File: src/rtl/flappy_game_ctrl.sv
// Flappy-bird game sequencer: button debounce, frame-divided bird stepping,
// IDLE/PLAY/DYING/OVER state machine and two-digit BCD score.
// Optional feature macro: HISCORE_EN adds a BCD high-score output o_hiscore.
module flappy_game_ctrl #(
  parameter int DEB_CYCLES   = 250000,
  parameter int FRAME_DIV    = 1,
  parameter int DEATH_FRAMES = 60
) (
  input  logic       i_clk,
  input  logic       i_rst,
  input  logic       i_btn,
  input  logic       i_frame,
  input  logic       i_oob,
  input  logic       i_hit,
  input  logic       i_pipe_passed,
  output logic       o_bird_rst,
  output logic       o_bird_step,
  output logic       o_flap,
  output logic [1:0] o_state,
  output logic [7:0] o_score
`ifdef HISCORE_EN
  ,
  output logic [7:0] o_hiscore
`endif
);

  localparam int DEB_W = (DEB_CYCLES > 1) ? $clog2(DEB_CYCLES) : 1;
  localparam logic [DEB_W-1:0] DEB_LAST   = DEB_W'(DEB_CYCLES - 1);
  localparam logic [3:0]       DIV_LAST   = 4'(FRAME_DIV - 1);
  localparam logic [7:0]       DEATH_LAST = 8'(DEATH_FRAMES - 1);

  typedef enum logic [1:0] {
    S_IDLE  = 2'd0,
    S_PLAY  = 2'd1,
    S_DYING = 2'd2,
    S_OVER  = 2'd3
  } state_t;

  state_t           r_state;
  state_t           w_state_nxt;
  logic             r_btn_s1;
  logic             r_btn_s2;
  logic             r_btn_deb;
  logic             r_btn_deb_d;
  logic [DEB_W-1:0] r_deb_cnt;
  logic             r_press;
  logic [3:0]       r_div;
  logic [7:0]       r_death;
  logic             r_crash;
  logic             r_pend;
  logic             r_step;
  logic [7:0]       r_score;
  logic             w_frame_hit;
  logic             w_start_go;
  logic             w_crash_go;
  logic             w_over_go;
  logic             w_step_nxt;

  function automatic logic [7:0] bcd_inc(input logic [7:0] s);
    logic [7:0] r;
    r = s;
    if (s != 8'h99) begin
      if (s[3:0] == 4'd9) r = {s[7:4] + 4'd1, 4'd0};
      else                r = {s[7:4], s[3:0] + 4'd1};
    end
    return r;
  endfunction

  // Crash is judged on the registered sticky flag, so a flag raised on the
  // i_frame cycle itself takes effect at the following frame.
  always_comb begin
    w_frame_hit = i_frame && (r_div == DIV_LAST);
    w_start_go  = (r_state == S_IDLE)  && i_frame && r_pend;
    w_crash_go  = (r_state == S_PLAY)  && i_frame && r_crash;
    w_over_go   = (r_state == S_DYING) && i_frame && (r_death == DEATH_LAST);
    w_step_nxt  = w_frame_hit &&
                  (((r_state == S_PLAY) && !r_crash) ||
                   ((r_state == S_DYING) && !w_over_go));
  end

  always_comb begin
    w_state_nxt = r_state;
    case (r_state)
      S_IDLE:  if (w_start_go) w_state_nxt = S_PLAY;
      S_PLAY:  if (w_crash_go) w_state_nxt = S_DYING;
      S_DYING: if (w_over_go)  w_state_nxt = S_OVER;
      S_OVER:  if (r_press)    w_state_nxt = S_IDLE;
      default: w_state_nxt = S_IDLE;
    endcase
  end

  always_ff @(posedge i_clk) begin
    if (i_rst) r_state <= S_IDLE;
    else       r_state <= w_state_nxt;
  end

  // Synchronizer, stability counter and one-cycle press pulse on debounced rise.
  always_ff @(posedge i_clk) begin
    if (i_rst) begin
      r_btn_s1    <= 1'b0;
      r_btn_s2    <= 1'b0;
      r_btn_deb   <= 1'b0;
      r_btn_deb_d <= 1'b0;
      r_deb_cnt   <= '0;
      r_press     <= 1'b0;
    end else begin
      r_btn_s1 <= i_btn;
      r_btn_s2 <= r_btn_s1;
      if (r_btn_s2 != r_btn_deb) begin
        if (r_deb_cnt == DEB_LAST) begin
          r_btn_deb <= r_btn_s2;
          r_deb_cnt <= '0;
        end else begin
          r_deb_cnt <= r_deb_cnt + 1'b1;
        end
      end else begin
        r_deb_cnt <= '0;
      end
      r_btn_deb_d <= r_btn_deb;
      r_press     <= r_btn_deb & ~r_btn_deb_d;
    end
  end

  always_ff @(posedge i_clk) begin
    if (i_rst) begin
      r_div   <= '0;
      r_death <= '0;
      r_crash <= 1'b0;
      r_pend  <= 1'b0;
      r_step  <= 1'b0;
      r_score <= 8'h00;
    end else begin
      r_step <= w_step_nxt;

      if (w_start_go || w_crash_go)
        r_div <= '0;
      else if (((r_state == S_PLAY) || (r_state == S_DYING)) && i_frame)
        r_div <= w_frame_hit ? 4'd0 : r_div + 4'd1;

      if (w_crash_go)
        r_death <= '0;
      else if ((r_state == S_DYING) && i_frame)
        r_death <= w_over_go ? 8'd0 : r_death + 8'd1;

      if ((r_state == S_PLAY) && !w_crash_go) r_crash <= r_crash | i_oob | i_hit;
      else                                    r_crash <= 1'b0;

      // A press landing on a step cycle survives for the next step.
      case (r_state)
        S_IDLE: if (r_press) r_pend <= 1'b1;
        S_PLAY: begin
          if (w_crash_go)   r_pend <= 1'b0;
          else if (r_step)  r_pend <= r_press;
          else if (r_press) r_pend <= 1'b1;
        end
        default: r_pend <= 1'b0;
      endcase

      if ((r_state == S_IDLE) && r_press)
        r_score <= 8'h00;
      else if ((r_state == S_PLAY) && i_pipe_passed && !w_crash_go)
        r_score <= bcd_inc(r_score);
    end
  end

`ifdef HISCORE_EN
  logic [7:0] r_hiscore;

  // BCD digits order the same way as binary, so a plain compare works.
  always_ff @(posedge i_clk) begin
    if (i_rst)                                  r_hiscore <= 8'h00;
    else if (w_crash_go && (r_score > r_hiscore)) r_hiscore <= r_score;
  end

  assign o_hiscore = r_hiscore;
`endif

  assign o_state     = r_state;
  assign o_bird_rst  = (r_state == S_IDLE);
  assign o_bird_step = r_step;
  assign o_flap      = r_step & r_pend & (r_state == S_PLAY);
  assign o_score     = r_score;

endmodule

File: config.mk
export PLATFORM = sky130hd
export DESIGN_NAME = flappy_game_ctrl
export DESIGN_NICKNAME = d
export VERILOG_FILES = /design/src/rtl/flappy_game_ctrl.sv
export SDC_FILE = /design/constraint.sdc
export NUM_CORES = 1
export LEC_CHECK = 0
export ABC_CLOCK_PERIOD_IN_PS = 4260
export BUFFER_PORTS_ARGS = -buffer_cell sky130_fd_sc_hd__buf_2
export CELL_PAD_IN_SITES_DETAIL_PLACEMENT = 1
export CELL_PAD_IN_SITES_GLOBAL_PLACEMENT = 1
export CORE_ASPECT_RATIO = 0.6
export CORE_MARGIN = 3
export CORE_UTILIZATION = 47
export CTS_CLUSTER_SIZE = 12
export DETAILED_ROUTE_END_ITERATION = 7
export PLACE_DENSITY = 0.89
export SYNTH_ARGS = -nofsm -noshare
export SYNTH_HDL_FRONTEND = slang
export SYNTH_SLANG_ARGS = --single-unit
File: constraint.sdc
create_clock -name i_clk -period 4.26 [get_ports i_clk]
set_clock_uncertainty 0.1 [all_clocks]
set_input_delay 0.639 -clock i_clk [delete_from_list [all_inputs] [get_ports i_clk]]
set_output_delay 0.639 -clock i_clk [all_outputs]
set_load 0.05 [all_outputs]
==> key figures, run 1 <==
GRT
  – GR Overflow Total: 0
  – First-pass GRT wire length: 9.09 mm
  – Initial antenna violation count: 0
  – Largest net degree at the start of global routing: 15
  – GRT Total Usage: 20.7%
  – Vias in the first global route: 1,857

Floorplan
  – Die W: 95.5 um
  – Num rows: 18
  – Die span in y: 59.7 um
  – CORE AREA: 0.00437 mm2
  – Num ports: 20
  – Die ar.: 0.00571 mm2
  – Initial Util: 51.7%

Worst setup path
  – Crit path capture: o_flap
  – Worst R2R Setup Slack: 2.08 ns
  – CP startpoint: o_state[1]
  – CP Max Fanout: 5
  – Crit-path cells: inv_1, ha_1, and3_1, buf_2
  – Setup CP Type: flip-flop to output pin
  – CP Buf/Inv Count: 2
  – Cell depth of the worst setup path: 4
  – R2R cell count: 6
  – Worst r2r src: o_state[1]
  – Crit-path slowest cell: dfxtp_1
  – WP data arrival: 1.48 ns
  – CP required: 3.52 ns
  – Worst reg2reg path endpoint: o_score[7]
  – CP peak stage delay: 0.35 ns
  – Critical path endpoint category: output pin
  – Crit-path leading delay family: buffers and inverters
  – Startpoint type of the worst setup path: flip-flop

Route
  – Max Used Layer: met4
  – DR WL met2: 2.29 mm
  – Met3 routed wirelength: 233 um
  – DRT Wirelength: 5.58 mm
  – Wirelength per Cell: 16.3 um
  – Met1 WL: 2.96 mm
  – Drt first pass iters: 4
  – Total number of vias: 1,901
  – Post-DRT Antenna Nets: 0
  – Detailed router's first-iteration violation count: 121
  – Number of remaining DRC errors: 0
  – Via density: 5.56

Clock network
  – Setup bufs post-CTS: 0
  – CTS Sinks: 48
  – Worst-case clock buffer depth: 2
  – Worst skew pair latency: 0.30 ns
  – CTS tree: built
  – Cts repair resizes: 0
  – Clock root cell: clkbuf_8
  – Reg clk slew, reported paths: 0.09 ns
  – CTS hold repair buffers: 0
  – H-tree lvl count: 2
  – Clock buffer count from CTS: 5

Logic synthesis
  – Synth Instances: 258
  – Synthesized area per cell: 8.76 um2
  – Post-synth EDFFs: 0
  – Synth area leader: dfxtp_1
  – Syn Nets: 276
  – Synth Warn #: 0
  – Synth cell types: 44
  – Ys flop type: dfxtp_1
  – Share of the yosys chip area belonging to registers: 42.5%
  – Commonest cells post-synth: 48 x dfxtp_1, 34 x nor2_1, 17 x nand2_1
  – Most frequent cell after synthesis: dfxtp_1
  – Mapped Area: 0.00226 mm2
  – Area share of the largest cell type after synthesis: 42.5%
  – Asr flop ratio synth: 0%
  – Synth area leaders: dfxtp_1 43%, ha_1 6.1%, nor2_1 5.6%, xnor2_1 5.0%, nand3_1 3.5%
  – Yosys reg bits: 48

Layout
  – Antenna diodes: 0
  – Nets@finish: 299
  – Ratio of cells with drive above 1 in the final layout: 12.1%
  – Post-Layout Cell Count: 342
  – Finished Core Util: 57.9%
  – Synth-to-layout area growth: 11.9%

STA
  – Hold Slack: 0.287 ns
  – Sum Neg Setup Slack: 0 ns
  – RSZ-0062 raised after global routing: false
  – Max Clock Freq: 451 MHz
  – Post-route clock period utilization: 52.0%
  – Post-route minimum period: 2.22 ns
  – Least-Margin Pin Slew: 0.757 ns
  – Final setup vio count: 0
  – Final Max Slew Viols: 0
  – Final worst slack: 2.04 ns
  – Final Hold Fails: 0
  – Max_slew headroom: 49.1%

Power
  – Worst VDD drop: 0.238 mV
  – Leakage power: 0.000932 uW
  – PwrDens: 393 mW/mm2

Placement
  – Placed cell count: 334
  – Routability Congestion: 0.782
  – Place WS: 2.03 ns
  – Number of port buffers: 19
  – HPWL Detailed: 4.29 mm

Worst hold path
  – Worst Hold Class: flip-flop to flip-flop

Run
  – Maxcap violations: 0

Run status
  – Outcome: completed
flip-flops by register name (all words and copies together) (netlist names):
signal / flops
o_bird_step: 1
r_deb_cnt: 18
r_btn_deb_d: 1
r_pend: 1
o_state: 2
r_div: 4
r_btn_s2: 1
r_btn_deb: 1
r_death: 8
o_score: 8
r_crash: 1
r_btn_s1: 1
r_press: 1
through the flow:
| step | power (uW) | cell area [um2] |
|---|---|---|
| 5_1_grt | 1040 | 2530 |
| 3_3_place_gp | 666 | 2420 |
| 6_report | 996 | 2530 |
| 3_5_place_dp | 675 | 2420 |
| 4_1_cts | 998 | 2530 |
| 2_1_floorplan | 626 | 2260 |
final cells by class:
type,instances,area [um2]
flip-flops and latches,48,961
clock buffers,6,72.6
repair buffers,20,103
clock inverters,2,35.0
well taps,60,75.1
fillers,528,1840
multi-input cells,191,1230
inverters,15,56.3
cell families (layout without fill, tap and decap cells):
kind of cell               after synthesis  count (layout)  synth area share, %
buffers and inverters                   19              43                 3.21
muxes                                    3               3                 1.38
DFF                                     48              48                 42.5
adders and majority gates               11              11                 6.09
AOI/OAI and AO/OA                       37              37                 10.3
and+or+nand+nor                        119             119                 28.3
xor gates and xnor gates                21              21                 8.14
report_power, final:
group | internal, uW | total, uW | leakage [uW] | switching, uW
Sequential | 462 | 478 | 0.000387 | 15.6
Combinational | 53.4 | 189 | 0.000489 | 136
Clock | 174 | 328 | 0.0000552 | 154
Total | 690 | 996 | 0.000932 | 306
how the worst min path moves through the flow:
stage                     start       to  cells after the start
floorplan           r_btn_deb_d  r_press                      1
global placement    r_btn_deb_d  r_press                      1
detailed placement  r_btn_deb_d  r_press                      1
CTS                 r_btn_deb_d  r_press                      1
global route        r_btn_deb_d  r_press                      1
finish              r_btn_deb_d  r_press                      1
worst register-to-register path, cell delays in order (launching register included):
cell and delay (ns):
dfxtp_1 0.35, inv_1 0.15, ha_1 0.25, a21bo_2 0.29, nor4_4 0.47, nand4_1 0.18, mux2_2 0.29
placed cells by master, fill, tap and decap left out, types with 11 or more instances in the layout:
master | netlist | layout
ha_1 | 11 | 11
xnor2_1 | 13 | 13
nand3_1 | 16 | 16
nor2_1 | 34 | 34
inv_1 | 15 | 15
buf_2 | 1 | 19
nor3_1 | 11 | 11
dfxtp_1 | 48 | 48
a21oi_1 | 12 | 12
nand2_1 | 17 | 17
metal layers:
metal	global-route usage, %	vias to the layer above
met5	0	-
met4	6.28	0
met3	4.91	9
met2	29.0	32
met1	31.2	916
li1	-	944
(Power assumes the default switching activity.)
==> run 2: changes to the inputs <==
==> config.mk (replaced) <==
export PLATFORM = sky130hd
export DESIGN_NAME = flappy_game_ctrl
export DESIGN_NICKNAME = d
export VERILOG_FILES = /design/src/rtl/flappy_game_ctrl.sv
export SDC_FILE = /design/constraint.sdc
export NUM_CORES = 1
export LEC_CHECK = 0
export ABC_CLOCK_PERIOD_IN_PS = 1900
export BUFFER_PORTS_ARGS = -buffer_cell sky130_fd_sc_hd__buf_2
export CELL_PAD_IN_SITES_DETAIL_PLACEMENT = 1
export CELL_PAD_IN_SITES_GLOBAL_PLACEMENT = 1
export CORE_ASPECT_RATIO = 0.6
export CORE_MARGIN = 3
export CORE_UTILIZATION = 40
export CTS_CLUSTER_SIZE = 12
export DETAILED_ROUTE_END_ITERATION = 7
export PLACE_DENSITY = 0.81
export SYNTH_ARGS = -nofsm -noshare
export SYNTH_HDL_FRONTEND = slang
export SYNTH_SLANG_ARGS = --single-unit
==> constraint.sdc (replaced) <==
create_clock -name i_clk -period 1.9 [get_ports i_clk]
set_clock_uncertainty 0.1 [all_clocks]
set_input_delay 0.285 -clock i_clk [delete_from_list [all_inputs] [get_ports i_clk]]
set_output_delay 0.285 -clock i_clk [all_outputs]
set_load 0.05 [all_outputs]
==> run 2 against run 1 <==
Net effect:
- worst setup slack got worse by 2.0 ns
- global-route usage is 2.1 points lower
- first-iteration DRC count fell by 17%
- combinational power grew to 2.8 times the previous value
- non-clock buffer count rose by 11
- final cell count up 5.0%
- worst hold slack got worse by 0.19 ns
- sequential share of layout area is 1.3 points lower
- critical path type unchanged
==> key figures, run 2 (synthesized netlist as in run 1, its figures left out) <==
Floorplan
  – CORE AREA: 0.00526 mm2
  – Die W: 103 um
  – Num rows: 20
  – Die ar.: 0.00662 mm2
  – Initial Util: 43.0%
  – Num ports: 20
  – Die span in y: 64.2 um

STA
  – Max Clock Freq: 551 MHz
  – Hold Slack: 0.101 ns
  – Post-route minimum period: 1.81 ns
  – Post-route clock period utilization: 95.5%
  – Max_slew headroom: 46.4%
  – Final setup vio count: 0
  – Final Hold Fails: 0
  – Least-Margin Pin Slew: 0.793 ns
  – Final Max Slew Viols: 0

Clock network
  – Reg clk slew, reported paths: 0.09 ns
  – Clock root cell: clkbuf_8
  – Setup bufs post-CTS: 0
  – CTS tree: built
  – Worst-case clock buffer depth: 2
  – Clock buffer count from CTS: 5
  – CTS Sinks: 48
  – H-tree lvl count: 2
  – CTS hold repair buffers: 0
  – Worst skew pair latency: 0.30 ns

Worst hold path
  – Min-Delay Startpoint: i_btn
  – Worst Hold Class: input pin to flip-flop

Worst setup path
  – Critical path endpoint category: output pin
  – Worst r2r src: r_deb_cnt[8]
  – Crit-path cells: inv_2, ha_2, and3_1, buf_2
  – Setup CP Type: flip-flop to output pin
  – WP data arrival: 1.43 ns
  – CP required: 1.51 ns
  – Startpoint type of the worst setup path: flip-flop
  – CP startpoint: o_state[1]
  – CP peak stage delay: 0.35 ns
  – Crit-path leading delay family: buffers and inverters
  – CP Buf/Inv Count: 2
  – CP Max Fanout: 5
  – Crit-path slowest cell: dfxtp_2

Placement
  – Routability Congestion: 0.793
  – Placed cell count: 351
  – Number of port buffers: 19
  – HPWL Detailed: 4.32 mm

Power
  – Register share of total power: 45.8%
  – Worst VDD drop: 0.367 mV
  – Logic pwr share: 22.8%
  – Sw Ratio: 30.6%
  – Internal power: 1620 uW
  – Sw Pwr: 716 uW
  – Clock power share: 31.4%
  – Total power: 2340 uW
  – PwrDens: 858 mW/mm2
  – Leakage power: 0.000998 uW

Route
  – Wirelength per Cell: 15.9 um
  – Drt first pass iters: 4
  – Via density: 5.33
  – DRT Wirelength: 5.72 mm
  – Number of remaining DRC errors: 0
  – Detailed router's first-iteration violation count: 101
  – Post-DRT Antenna Nets: 0
  – Total number of vias: 1,914

Layout
  – Antenna diodes: 0
  – Post-Layout Cell Count: 359
  – Most frequent cells in the layout: 34 x nor2_1, 28 x dfxtp_1, 19 x buf_2
  – Synth-to-layout area growth: 20.4%
  – Max FFs per register: 18
  – Nets@finish: 310
  – Most flop-heavy register: r_deb_cnt
  – Multi-input logic area: 0.00128 mm2
  – Fill count: 627
  – Ratio of cells with drive above 1 in the final layout: 26.3%
  – Sequential cell area: 998 um2
  – Most common cell after layout, fill and taps aside: nor2_1
  – Finished Core Util: 51.8%

GRT
  – Initial antenna violation count: 0
  – First-pass GRT wire length: 9.78 mm
  – Largest net degree at the start of global routing: 16
  – GRT Total Usage: 18.7%
  – Vias in the first global route: 2,034
  – GR Overflow Total: 0

Run status
  – Outcome: completed

Run
  – Maxcap violations: 0
## run 2: cell count changes in the layout (fill, tap and decap cells not counted), sizes merged
cell      before  now
buf           20   31
clkbuf         6    5
clkinvlp       0    1
## run 2: area by class of cell
type,count,share of cell area (%)
multi-input combinational,191,47.2
sequential,48,36.7
timing repair buffer,31,6.94
tap,66,3.03
clock buffer,5,2.53
inverter,15,2.07
clock inverter,3,1.56
## run 2: metrics by stage
step | worst slack, ns | cell area, um2 | setup TNS (ns)
after global placement | 0.0582 | 2550 | 0
after global routing | -0.0496 | 2720 | -0.0820
after CTS | 0.00395 | 2660 | 0
after floorplan | 0.00643 | 2300 | 0
after detailed placement | -0.0167 | 2550 | -0.0207
final | 0.0853 | 2720 | 0
## run 2: path summary, 6_finish.rpt
kind / cells after the start / slack [ns] / to
max: 4 / 0.09 / o_flap
min: 2 / 0.10 / r_btn_s1
max reg2reg: 4 / 0.10 / r_deb_cnt[17]
min reg2reg: 1 / 0.29 / r_press
## run 2: worst register-to-register path, cell delays in order (launching register included)
cell and delay, ns:
dfxtp_2 0.38, nand3_1 0.15, or4_4 0.55, or3_1 0.37, a21oi_1 0.16
## run 2: what timing repair did
item | in CTS | in global routing
pin swaps | 0 | 5
resized for setup | 3 | 22
endpoints found under the setup margin | 2 | 30
cloned | 0 | 0
hold endpoints to repair | 0 | 0
## run 2: metal layers
metal	GRT usage (%)	share of wire, %	up-vias
met3	3.93	1.9	5
met5	0	0	-
met2	28.2	43	11
li1	-	-	967
met4	3.88	0.66	0
met1	27.2	54	931
## run 2: power groups by stage
stage | Clock, uW | Combinational, uW | Sequential [uW]
floorplan | 0 | 291 | 1160
global placement | 0 | 476 | 1090
detailed placement | 0 | 497 | 1090
CTS | 751 | 499 | 1070
global route | 801 | 582 | 1080
finish | 734 | 532 | 1070
